--- config.mk ---
export PLATFORM = sky130hd
export DESIGN_NAME = tile_loader
export DESIGN_NICKNAME = d
export VERILOG_FILES = /design/src/rtl/tile_loader.sv
export SDC_FILE = /design/constraint.sdc
export NUM_CORES = 1
export LEC_CHECK = 0
export BUFFER_PORTS_ARGS = -buffer_cell sky130_fd_sc_hd__buf_2
export CELL_PAD_IN_SITES_DETAIL_PLACEMENT = 1
export CELL_PAD_IN_SITES_GLOBAL_PLACEMENT = 2
export CORE_UTILIZATION = 45
export CTS_CLUSTER_DIAMETER = 60
export CTS_CLUSTER_SIZE = 10
export DETAILED_ROUTE_END_ITERATION = 8
export PLACE_DENSITY_LB_ADDON = 0.1
export SETUP_SLACK_MARGIN = 0.02
export SLEW_MARGIN = 20
export SYNTH_ARGS = -nofsm -noshare
export SYNTH_HDL_FRONTEND = slang
export SYNTH_SLANG_ARGS = --single-unit
--- constraint.sdc ---
create_clock -name clk -period 6.9 [get_ports clk]
set_input_delay 0.69 -clock clk [delete_from_list [all_inputs] [get_ports clk]]
set_output_delay 0.69 -clock clk [all_outputs]
set_load 0.1 [all_outputs]
--- src/rtl/tile_loader.sv ---
// tile_loader
// Fills a 32x32 tile RAM (16-bit pixels, row-major) either by reading the
// tile from a framebuffer over an Avalon-MM pipelined read master, or by
// filling it with a constant colour.
//
// Ports
//   clk, resetn              clock (rising edge), async active-low reset
//   start, clear             one-cycle requests (clear wins if both)
//   addr_in, stride_in       byte address of pixel (0,0) and row pitch
//   clear_color              fill value for a clear
//   busy, done               operation in progress / one-cycle end pulse
//   ram_wr_addr/_data/wren   tile RAM write port
//   master_*                 Avalon-MM pipelined read master
module tile_loader (
    input  logic        clk,
    input  logic        resetn,
    input  logic        start,
    input  logic        clear,
    input  logic [31:0] addr_in,
    input  logic [15:0] stride_in,
    input  logic [15:0] clear_color,
    output logic        busy,
    output logic        done,
    output logic [9:0]  ram_wr_addr,
    output logic [15:0] ram_wr_data,
    output logic        ram_wren,
    output logic [31:0] master_address,
    output logic        master_read,
    input  logic [31:0] master_read_data,
    input  logic        master_read_data_valid,
    input  logic        master_wait_request
);

    typedef enum logic [1:0] {
        S_IDLE   = 2'd0,
        S_LOAD   = 2'd1,
        S_CLEAR  = 2'd2,
        S_FINISH = 2'd3
    } state_t;

    localparam logic [9:0] NUM_READS = 10'd512;
    localparam logic [4:0] CREDITS   = 5'd8;

    state_t        state_r, state_s;
    logic          busy_r, done_r, ram_wren_r, master_read_r;
    logic [9:0]    ram_wr_addr_r;
    logic [15:0]   ram_wr_data_r;
    logic [31:0]   master_address_r;
    logic [31:0]   base_r;
    logic [3:0]    col_r;
    logic [13:0]   stride_r;
    logic [15:0]   color_r;
    logic [9:0]    rd_cnt_r;
    logic [10:0]   wr_cnt_r;
    logic          half_r;
    logic [3:0]    outst_r, fifo_cnt_r;
    logic [2:0]    wp_r, rp_r;
    logic [31:0]   fifo_mem_r [8];

    logic          start_ok_s, clear_ok_s, rd_acc_s, push_s, wr_go_s, pop_s;
    logic          credit_ok_s, more_rd_s;
    logic [3:0]    outst_nx_s, fifo_nx_s, col_nx_s;
    logic [9:0]    rd_cnt_nx_s;
    logic [31:0]   base_nx_s, addr_al_s, head_s;
    logic          unused_bits_s;

    assign unused_bits_s = ^{addr_in[1:0], stride_in[1:0]};

    assign start_ok_s  = (state_r == S_IDLE) && start && !clear;
    assign clear_ok_s  = (state_r == S_IDLE) && clear;
    assign addr_al_s   = {addr_in[31:2], 2'b00};
    assign rd_acc_s    = master_read_r && !master_wait_request;
    // Responses with nothing outstanding are stray and dropped here.
    assign push_s      = master_read_data_valid && (outst_r != 4'd0);
    assign wr_go_s     = (state_r == S_LOAD) && (fifo_cnt_r != 4'd0) && !wr_cnt_r[10];
    assign pop_s       = wr_go_s && half_r;
    assign head_s      = fifo_mem_r[rp_r];
    assign outst_nx_s  = outst_r + {3'd0, rd_acc_s} - {3'd0, push_s};
    assign fifo_nx_s   = fifo_cnt_r + {3'd0, push_s} - {3'd0, pop_s};
    assign rd_cnt_nx_s = rd_cnt_r + {9'd0, rd_acc_s};
    assign more_rd_s   = rd_cnt_nx_s < NUM_READS;
    // A raised master_read already holds one credit, so a new read is only
    // raised while in-flight reads plus buffered words leave room for it.
    assign credit_ok_s = ({1'b0, outst_nx_s} + {1'b0, fifo_nx_s}) < CREDITS;
    // col wraps 15 -> 0 on its own; the row base steps by the pitch then.
    assign col_nx_s    = col_r + 4'd1;
    assign base_nx_s   = (col_r == 4'd15) ? (base_r + {16'd0, stride_r, 2'b00}) : base_r;

    assign busy           = busy_r;
    assign done           = done_r;
    assign ram_wr_addr    = ram_wr_addr_r;
    assign ram_wr_data    = ram_wr_data_r;
    assign ram_wren       = ram_wren_r;
    assign master_address = master_address_r;
    assign master_read    = master_read_r;

    // State register.
    always_ff @(posedge clk or negedge resetn) begin
        if (!resetn) begin
            state_r <= S_IDLE;
        end else begin
            state_r <= state_s;
        end
    end

    // Next-state logic; an operation ends once the write to 1023 is on the port.
    always_comb begin
        state_s = state_r;
        case (state_r)
            S_IDLE: begin
                if (clear) begin
                    state_s = S_CLEAR;
                end else if (start) begin
                    state_s = S_LOAD;
                end else begin
                    state_s = S_IDLE;
                end
            end
            S_LOAD, S_CLEAR: begin
                if (wr_cnt_r[10]) begin
                    state_s = S_FINISH;
                end else begin
                    state_s = state_r;
                end
            end
            S_FINISH: state_s = S_IDLE;
            default:  state_s = S_IDLE;
        endcase
    end

    // Return FIFO storage and pointers.
    always_ff @(posedge clk or negedge resetn) begin
        if (!resetn) begin
            wp_r <= 3'd0;
            rp_r <= 3'd0;
            for (int i = 0; i < 8; i++) begin
                fifo_mem_r[i] <= 32'd0;
            end
        end else begin
            if (push_s) begin
                fifo_mem_r[wp_r] <= master_read_data;
                wp_r <= wp_r + 3'd1;
            end
            if (pop_s) begin
                rp_r <= rp_r + 3'd1;
            end
        end
    end

    // Datapath: read issue, credit tracking and tile RAM writes.
    always_ff @(posedge clk or negedge resetn) begin
        if (!resetn) begin
            busy_r           <= 1'b0;
            done_r           <= 1'b0;
            ram_wren_r       <= 1'b0;
            ram_wr_addr_r    <= 10'd0;
            ram_wr_data_r    <= 16'd0;
            master_read_r    <= 1'b0;
            master_address_r <= 32'd0;
            base_r           <= 32'd0;
            col_r            <= 4'd0;
            stride_r         <= 14'd0;
            color_r          <= 16'd0;
            rd_cnt_r         <= 10'd0;
            wr_cnt_r         <= 11'd0;
            half_r           <= 1'b0;
            outst_r          <= 4'd0;
            fifo_cnt_r       <= 4'd0;
        end else begin
            busy_r     <= (state_s == S_LOAD) || (state_s == S_CLEAR);
            done_r     <= (state_s == S_FINISH);
            outst_r    <= outst_nx_s;
            fifo_cnt_r <= fifo_nx_s;
            case (state_r)
                S_IDLE: begin
                    ram_wren_r <= 1'b0;
                    if (start_ok_s || clear_ok_s) begin
                        base_r           <= addr_al_s;
                        col_r            <= 4'd0;
                        stride_r         <= stride_in[15:2];
                        color_r          <= clear_color;
                        rd_cnt_r         <= 10'd0;
                        wr_cnt_r         <= 11'd0;
                        half_r           <= 1'b0;
                        master_address_r <= addr_al_s;
                        master_read_r    <= start_ok_s;
                    end else begin
                        master_read_r <= 1'b0;
                    end
                end
                S_LOAD: begin
                    rd_cnt_r <= rd_cnt_nx_s;
                    if (rd_acc_s) begin
                        base_r           <= base_nx_s;
                        col_r            <= col_nx_s;
                        master_address_r <= base_nx_s + {26'd0, col_nx_s, 2'b00};
                    end
                    // Hold a stalled request; otherwise issue while reads and credit remain.
                    master_read_r <= (master_read_r && master_wait_request) ||
                                     (more_rd_s && credit_ok_s);
                    if (wr_go_s) begin
                        ram_wren_r    <= 1'b1;
                        ram_wr_addr_r <= wr_cnt_r[9:0];
                        ram_wr_data_r <= half_r ? head_s[31:16] : head_s[15:0];
                        wr_cnt_r      <= wr_cnt_r + 11'd1;
                        half_r        <= !half_r;
                    end else begin
                        ram_wren_r <= 1'b0;
                    end
                end
                S_CLEAR: begin
                    master_read_r <= 1'b0;
                    if (!wr_cnt_r[10]) begin
                        ram_wren_r    <= 1'b1;
                        ram_wr_addr_r <= wr_cnt_r[9:0];
                        ram_wr_data_r <= color_r;
                        wr_cnt_r      <= wr_cnt_r + 11'd1;
                    end else begin
                        ram_wren_r <= 1'b0;
                    end
                end
                S_FINISH: begin
                    ram_wren_r    <= 1'b0;
                    master_read_r <= 1'b0;
                end
                default: begin
                    ram_wren_r    <= 1'b0;
                    master_read_r <= 1'b0;
                end
            endcase
        end
    end

endmodule

== Word-level counts from Yosys, hierarchy flattened ==
Cells that the tools add are included.

* Word-level logic and storage cells: 132
* ROM bits: 0
* Bits in writable memories: 0
* Memories kept: 0
* Register bits: 422
* Input port bits: 102
* Latch bits: 0
* Output and inout port bits: 62

* Add/subtract/negate cells: 12
* Reduce and logical (&&, ||, !) cells: 34
* Eq/ne operators: 11
* Divide/modulo/power cells: 0
* Muxes and demuxes: 40
* Bitwise operators: 2
* Multiply operators: 0
* Order comparisons: 5
* Shifts and indexed selects: 0

{| class="wikitable"
|+ Operators with widths
! cell !! number
|-
| bitwise mux 256 bit || 1
|-
| two-way mux 32 bit || 7
|-
| case mux 32 bit (2 select lines) || 2
|-
| binary-select mux 32 bit (select 3 bit) || 1
|-
| demux 32 bit (select 3 bit) || 1
|-
| two-way mux 16 bit || 3
|-
| case mux 10 bit (2 select lines) || 2
|-
| two-way mux 11 bit || 3
|-
| case mux 11 bit (3 select lines) || 1
|-
| adder 32 x 16 -> 32 bit || 1
|-
| adder 32 x 6 -> 32 bit || 1
|-
| case mux 16 bit (2 select lines) || 1
|-
| two-way mux 10 bit || 3
|-
| AND reduction 3 bit || 4
|-
| adder 11 x 1 -> 11 bit (second input constant) || 1
|-
| logical AND 1 bit || 11
|-
| adder 10 x 1 -> 10 bit || 1
|-
| less-than comparator 10 bit (second input constant) || 1
|-
| adder 4 x 1 -> 4 bit || 2
|-
| equality test 2 bit (second input constant) || 4
|-
| >= comparator 4 bit (second input constant) || 2
|-
| two-way mux 4 bit || 2
|-
| inverter 3 -> 4 bit || 2
|-
| case mux 4 bit (2 select lines) || 1
|-
| 24 further kinds || 46
|}

== Depth between registers and ports, before layout ==
Gate-level depths: netlist (run 1).

* Word-level depth: 10
* Depth in mapped cells: 20

== Worst setup path before layout (run 1) ==
OpenSTA, ideal clock, no wires.

* Path kind: flip-flop to flip-flop
* Start: register col_r[0]
* End: register master_address_r[30] (netlist: master_address[30])
* Arrival time: 4261 ps
* Stages on the path, launching flop included: 20
* Slack: 2556 ps
* Setup time: 84 ps
* Buffers on the path: 3
* Required time: 6816 ps
* Path through: dfrtp_1 > ha_1 > nand3_1 > clkbuf_1 > clkbuf_1 > clkbuf_1 > nand2_1 > o21ai_0 > inv_1 > fa_1 > nor2b_1 > o21ai_0 > nand2b_1 > o31ai_1 > nor3_1 > o2111ai_1 > nor4_1 > nand3_1 > xnor2_1 > o21ai_0

* Word-level cells in the longest chain between the ends: 5
* Elaborated cells on any way between the ends: 6

{| class="wikitable"
|+ Ends and longest elaborated chain
! element !! line !! text
|-
| start, declared || 50 || <nowiki>logic [3:0] col_r;</nowiki>
|-
| start signal, assigned || 195 || <nowiki>col_r <= col_nx_s;</nowiki>
|-
| parallel branches: the longest is 2 deep, another holds adder 4 x 1 -> 4 bit || - ||
|-
| adder 32 x 6 -> 32 bit * || 196 || <nowiki>master_address_r <= base_nx_s + {26'd0, col_nx_s, 2'b00};</nowiki>
|-
| two-way mux 32 bit * || 193 || <nowiki>if (rd_acc_s) begin</nowiki>
|-
| case mux 32 bit (2 select lines) * || 174 || <nowiki>case (state_r)</nowiki>
|-
| end signal, assigned || 185 || <nowiki>master_address_r <= addr_al_s;</nowiki>
|-
| end signal, assigned || 196 ||
|-
| end, declared || 48 || <nowiki>logic [31:0] master_address_r;</nowiki>
|}

Mark *: on every way between the ends. The select of a mux whose other input is x is not followed.
A chain may end at the register's enable or synchronous reset.

== Final worst setup path (run 1) ==
Same ends and word-level chain as after synthesis.

==> metrics.txt, run 1 <==
WL/cell=22.4 um; fmax=a little over 200 MHz; Worst Setup EP=master_address[30]$_DFFE_PN0P_; worst IR drop on VDD=0.507 mV; CP endpoint kind=register; outcome=finished clean; fin. max-slew vios=0; IO Pins=around 160; final setup fails=0; # resized after CTS=0; CP max stage cell=nor4_1; Synth Cell Area=about 0.021 mm^2; worst r2r dst=master_address[30]$_DFFE_PN0P_; CP Launch Type=register; WP buf/inv=1; FFs w/ async S/R, synth=100%; worst r2r path cells=17; Non-Filler Instances=about 2500; Syn Nets=between 1500 and 2000; GRT overflow=0; first-pass GRT wire length=about 89 mm; worst-path fanout max=18; slowest stage delay, CP=roughly 0.73 ns; post-route core utilization=52.2%; Layout Nets=between 1500 and 2000; CTS tree=yes; post-route cell area=roughly 0.024 mm^2; GPL Wtd Cong=around 0.83; Unique masters post-synth=just over 80; vias per cell=about 5.8; HP Class=in2async; Pre-Repair DR Iteration Count=5; total via count in the routed design=14200; maxcap violations=0; Iteration-0 DRC Markers=700; GRT Util Overall=24.2%; commonest non-fill, non-tap cells in the layout=dfrtp_1, mux2_2, nand2_1, buf_2, o21ai_0; kind of critical path=reg2reg; Slew @ Worst Pin=1.16 ns; final hold viol count=0; Main synth FF type=dfrtp_1; CTS Buffer Depth=3; Cell Rows=78; clock insertion delay at the later pin of the skew report=0.61 ns; mean area per synthesized cell=12.2 um^2; clock root buffer=clkbuf_16; detailed-route wire length=approximately 55 mm; Detail Placement HPWL=~36 mm; FF+latch count, synth=about 420; number of flops mapped to enable cells by yosys=0; Seq/Total Area, Yosys=roughly 50%; Initial Util=between 40% and 50%; Die Width=~220 um; CP startpoint=col_r[0]$_DFFE_PN0P_; Placed Cells=approximately 2400; critical path arrival=~5.4 ns; CP top delay family=simple AND/OR/NAND/NOR gates; R2R Path Start=col_r[0]$_DFFE_PN0P_; Core Footprint=0.0457 mm^2; minimum clock period=between 4 and 5 ns; pin count of the biggest net entering global routing=170; post-CTS setup repair buffer count=0; placed inst area=~0.022 mm^2; yosys warns=0; Antenna Diode Count=0; most common cell after layout, fill and taps aside=dfrtp_1; Die ar.=0.0475 mm^2; Slew headroom=between 20% and 30%; antenna violations before repair=4; P&R area growth vs syn=13.6%; Synth Instances=between 1500 and 2000; worst path cell trace=ha_1 > and3_1 > nand2_1 > nand2_1 > ha_1 > inv_1 > fa_1 > nor2b_1 > o21ai_0 > nand2b_1 > o31ai_1 > nor3_1 > o2111ai_1 > nor4_1 > nand3_1 > xnor2_1 > o21ai_0; CTS H-tree lvls=2; setup total negative slack=0 ns; I/O Buffers=approximately 160; Crit. path cell count=17; layout cells sized above 1=a little over a third; CTS Buf Count=50; Leak=10.3 nW; worst path required time=about 7.4 ns; number of global-route vias before repair=~16000; CTS Hold Buffers Added=0; RSZ-0062 raised after global routing=no; DRC Markers=0; clock skew=about 0.037 ns; P per Cell Area=~540 mW/mm^2; worst reg2reg setup slack=1.98 ns; post-route ant nets=0; die height=218 um; Clock Sinks=~420; fin crit share=71.3%; clock slew at reported path FFs=around 0.060 ns
## synthesized netlist by cell type, drive strengths merged (25+ instances only)
cell / n / area share, %
dfrtp: 419 / 50
mux2: 299 / 16
nand2: 158 / 2.8
o21ai: 106 / 2.5
nor2: 84 / 1.5
mux4: 80 / 8.6
clkbuf: 79 / 1.4
a21oi: 67 / 1.7
ha: 44 / 2.6
inv: 38 / 0.68
nand3: 36 / 0.86
xnor2: 28 / 1.2
and3: 25 / 0.75
## sequential cells by signal (all words and copies together) (netlist names)
name            cells
ram_wr_addr        10
master_read         1
busy                1
fifo_cnt_r          4
wr_cnt_r           11
done                1
rp_r                3
color_r            16
wp_r                3
master_address     31
col_r               4
half_r              1
ram_wr_data        16
stride_r           14
fifo_mem_r        256
rd_cnt_r           10
base_r             30
state_r             2
ram_wren            1
outst_r             4
## where the power goes
part | internal, mW | switching, mW
Sequential | 3.61 | 0.750
Combinational | 2.39 | 3.60
Clock | 1.40 | 1.02
## metal layers
layer | GRT usage (%) | wire (um) | up-vias
li1 | - | - | 6477
met1 | 30.9 | 23600 | 7370
met2 | 41.9 | 28100 | 219
met3 | 4.23 | 2050 | 99
met4 | 7.20 | 1410 | 4
met5 | 0 | 28 | -
## metrics by stage
step                      power, mW  setup WS (ns)  hold slack [ns]
final                          12.8           1.98            0.130
after global placement         10.2           1.90            0.459
after detailed placement       10.4           1.88            0.467
after floorplan                8.89           2.56            0.394
after CTS                      12.9           1.86            0.160
after global routing           13.6           1.46            0.189
## worst reg2reg max path, cell delays in order, from the launching register on
cell	delay, ns
dfrtp_1	0.45
ha_1	0.28
and3_1	0.68
nand2_1	0.13
nand2_1	0.11
ha_1	0.16
inv_1	0.06
fa_1	0.38
nor2b_1	0.18
o21ai_0	0.11
nand2b_1	0.13
o31ai_1	0.12
nor3_1	0.42
o2111ai_1	0.43
nor4_1	0.74
nand3_1	0.18
xnor2_1	0.15
o21ai_0	0.14
## final cells by class
type	count	area, um^2
Clock buffer	57	1300
Clock inverter	8	150
Tap cell	600	751
Multi-Input combinational cell	1160	10000
Inverter	39	146
Sequential cell	419	10500
Timing Repair Buffer	179	981
Fill cell	4655	21800
## kinds of logic (layout without fill, tap and decap cells)
group | count (synthesis) | count (layout) | synth area share, %
compound gates | 282 | 282 | 8.45
xor+xnor | 52 | 52 | 2.17
fa+ha+maj | 48 | 48 | 3.01
buf+inv | 138 | 283 | 2.60
flops | 419 | 419 | 50.0
mux | 387 | 387 | 25.0
simple gates | 391 | 391 | 8.73
## worst min-delay path by stage
| stage | end | from | slack [ns] |
|---|---|---|---|
| 2_1_floorplan | base_r[10]$_DFFE_PN0P_ | resetn | 0.39 |
| 4_1_cts | master_address[21]$_DFFE_PN0P_ | resetn | 0.16 |
| 5_1_grt | master_address[23]$_DFFE_PN0P_ | resetn | 0.19 |
| 3_3_place_gp | master_address[16]$_DFFE_PN0P_ | master_address[16]$_DFFE_PN0P_ | 0.46 |
| 6_report | master_address[23]$_DFFE_PN0P_ | resetn | 0.13 |
| 3_5_place_dp | master_address[11]$_DFFE_PN0P_ | master_address[11]$_DFFE_PN0P_ | 0.47 |
Power figures use the tool's default switching activity.
==> inputs of run 2 (changes only) <==
--- a/config.mk
+++ b/config.mk
@@ -8,7 +8,7 @@
 export BUFFER_PORTS_ARGS = -buffer_cell sky130_fd_sc_hd__buf_2
 export CELL_PAD_IN_SITES_DETAIL_PLACEMENT = 1
 export CELL_PAD_IN_SITES_GLOBAL_PLACEMENT = 2
-export CORE_UTILIZATION = 45
+export CORE_UTILIZATION = 38
 export CTS_CLUSTER_DIAMETER = 60
 export CTS_CLUSTER_SIZE = 10
 export DETAILED_ROUTE_END_ITERATION = 8
==> constraint.sdc (replaced) <==
create_clock -name clk -period 4 [get_ports clk]
set_input_delay 0.4 -clock clk [delete_from_list [all_inputs] [get_ports clk]]
set_output_delay 0.4 -clock clk [all_outputs]
set_load 0.1 [all_outputs]
==> metrics.txt, run 2 (synthesis gave the netlist of run 1 again) <==
Cell Rows=85 (was 78); number of global-route vias before repair=16000 (was 15500); worst IR drop on VDD=0.376 mV (was 0.507 mV); clock slew at reported path FFs=0.06 ns (about the same); CP max stage cell=fa_1 (was nor4_1); GRT Util Overall=22.0% (was 24.2%); HP Class=in2reg (was in2async); outcome=finished clean (unchanged); post-route core utilization=45.1% (was 52.2%); detailed-route wire length=59.2 mm (was 55.2 mm); Leak=10.6 nW (was 10.3 nW); CTS Buf Count=50 (unchanged); Die ar.=0.0561 mm^2 (was 0.0475 mm^2); I/O Buffers=159 (unchanged); fin. max-slew vios=0 (unchanged); Clock Sinks=419 (unchanged); worst-path fanout max=2 (was 18); slowest stage delay, CP=0.49 ns (was 0.73 ns); GRT overflow=0 (unchanged); layout cells sized above 1=36.2% (was 34.9%); max reg flops=256 (unchanged); vias per cell=5.52 (was 5.76); worst path required time=4.54 ns (was 7.41 ns); Iteration-0 DRC Markers=623 (was 700); WL/cell=22.7 um (was 22.4 um); Slew @ Worst Pin=0.973 ns (was 1.16 ns); P&R area growth vs syn=16.5% (was 13.6%); pin count of the biggest net entering global routing=90 (was 170); CP startpoint=base_r[2]$_DFFE_PN0P_ (was col_r[0]$_DFFE_PN0P_); post-route ant nets=0 (unchanged); WP buf/inv=2 (was 1); worst r2r path cells=16 (was 17); Slew headroom=34.7% (was 22.4%); antenna violations before repair=12 (was 4); Pre-Repair DR Iteration Count=5 (unchanged); Non-Filler Instances=2610 (was 2462); Fillers=5687 (was 4655); worst r2r dst=master_address[31]$_DFFE_PN0P_ (was master_address[30]$_DFFE_PN0P_); GPL Wtd Cong=0.795 (was 0.826); clock insertion delay at the later pin of the skew report=0.61 ns (about the same); PnR worst setup slack=0.270 ns (was 1.98 ns); RSZ-0062 raised after global routing=yes (was no); Placed Cells=2529 (was 2397); clock root buffer=clkbuf_16 (unchanged); worst path cell trace=ha_1 > inv_1 > fa_1 > o21ai_2 > buf_4 > ha_1 > a21oi_1 > nor2b_1 > o21a_1 > o211ai_1 > nor4_4 > o2111ai_2 > nor4_4 > nand4_1 > mux2_4 > a21oi_2 (was ha_1 > and3_1 > nand2_1 > nand2_1 > ha_1 > inv_1 > fa_1 > nor2b_1 > o21ai_0 > nand2b_1 > o31ai_1 > nor3_1 > o2111ai_1 > nor4_1 > nand3_1 > xnor2_1 > o21ai_0); CTS tree=yes (unchanged); CTS Buffer Depth=3 (unchanged); minimum clock period=3.73 ns (was 4.92 ns); final setup fails=0 (unchanged); area occupied by multi-input gates=0.0101 mm^2 (was 0.0100 mm^2); dpl ws=0.0179 ns (was 1.88 ns); WHS=0.0431 ns (was 0.130 ns); DRC Markers=0 (unchanged); maxcap violations=0 (unchanged); total via count in the routed design=14400 (was 14200); P per Cell Area=912 mW/mm^2 (was 536 mW/mm^2); CP Launch Type=register (unchanged); Worst Setup EP=master_address[31]$_DFFE_PN0P_ (was master_address[30]$_DFFE_PN0P_); critical path arrival=4.27 ns (was 5.43 ns); CTS H-tree lvls=2 (unchanged); clock skew=0.0296 ns (was 0.0372 ns); die height=237 um (was 218 um); Layout Nets=2048 (was 1999); most common cell after layout, fill and taps aside=dfrtp_1 (unchanged); final hold viol count=0 (unchanged); Largest Register=fifo_mem_r (unchanged); worst reg2reg setup slack=0.27 ns (was 1.98 ns); setup total negative slack=0 ns (unchanged); Core Footprint=0.0541 mm^2 (was 0.0457 mm^2); IO Pins=164 (unchanged); commonest non-fill, non-tap cells in the layout=dfrtp_1, mux2_2, nand2_1, buf_2, o21ai_0 (unchanged); Die Width=237 um (was 218 um); first-pass GRT wire length=95.4 mm (was 89.5 mm); Crit. path cell count=16 (was 17); Storage cell area=0.0105 mm^2 (unchanged); fin crit share=93.2% (was 71.3%); CP endpoint kind=register (unchanged); kind of critical path=reg2reg (unchanged); fmax=268 MHz (was 203 MHz); CP top delay family=simple AND/OR/NAND/NOR gates (unchanged); R2R Path Start=base_r[2]$_DFFE_PN0P_ (was col_r[0]$_DFFE_PN0P_); Detail Placement HPWL=39.9 mm (was 36.4 mm); Initial Util=38.7% (was 45.9%)
==> run 2: cell count changes in the layout (fill, tap and decap cells not counted), sizes merged, moves of 2 or more <==
cell         before  now
diode             0    5
clkbuf           57   55
dlygate4sd3       0   12
clkinv            5    7
buf             179  216
==> run 2: metal layers <==
metal / vias to the layer above / track usage, % / routed length (um)
li1: 6603 / - / -
met1: 7486 / 27.9 / 25200
met2: 227 / 38.3 / 30100
met3: 92 / 3.67 / 2260
met4: 8 / 6.93 / 1600
met5: - / 0 / 54
==> run 2: through the flow <==
stage	total power [mW]	cell area (um^2)
floorplan	15.3	21000
global placement	18.0	22900
global route	23.8	24400
detailed placement	18.3	22900
finish	22.3	24400
CTS	22.6	24400
==> run 2: worst min path at each step <==
stage / from / to / slack (ns) / depth (start not counted)
after floorplan: resetn / base_r[10]$_DFFE_PN0P_ / 0.10 / 0
after global placement: resetn / master_address[21]$_DFFE_PN0P_ / 0.44 / 1
after detailed placement: resetn / master_address[25]$_DFFE_PN0P_ / 0.44 / 1
after CTS: stride_in[9] / stride_r[7]$_DFFE_PN0P_ / 0.007 / 2
after global routing: clear_color[11] / color_r[11]$_DFFE_PN0P_ / 0.03 / 2
final: stride_in[9] / stride_r[7]$_DFFE_PN0P_ / 0.04 / 2
==> run 2: layout make-up <==
class,instances,share of cell area (%)
multi-input combinational,1160,41.2
timing repair buffer,228,5.90
tap,696,3.56
clock inverter,8,0.532
inverter,39,0.599
sequential,419,42.9
clock buffer,55,5.28
antenna,5,0.0512
==> run 2: repair_timing <==
| action | CTS | global route |
|---|---|---|
| setup buffers | 0 | 1 |
| hold buffers | 12 | 0 |
| pin swaps | 0 | 2 |
| endpoints found under the setup margin | 2 | 13 |
| hold endpoints to repair | 87 | 0 |
| gates resized for setup | 1 | 5 |
==> run 2: power by group <==
group,switching [mW],internal (mW)
Combinational,6.35,4.31
Sequential,1.25,6.23
Clock,1.80,2.34
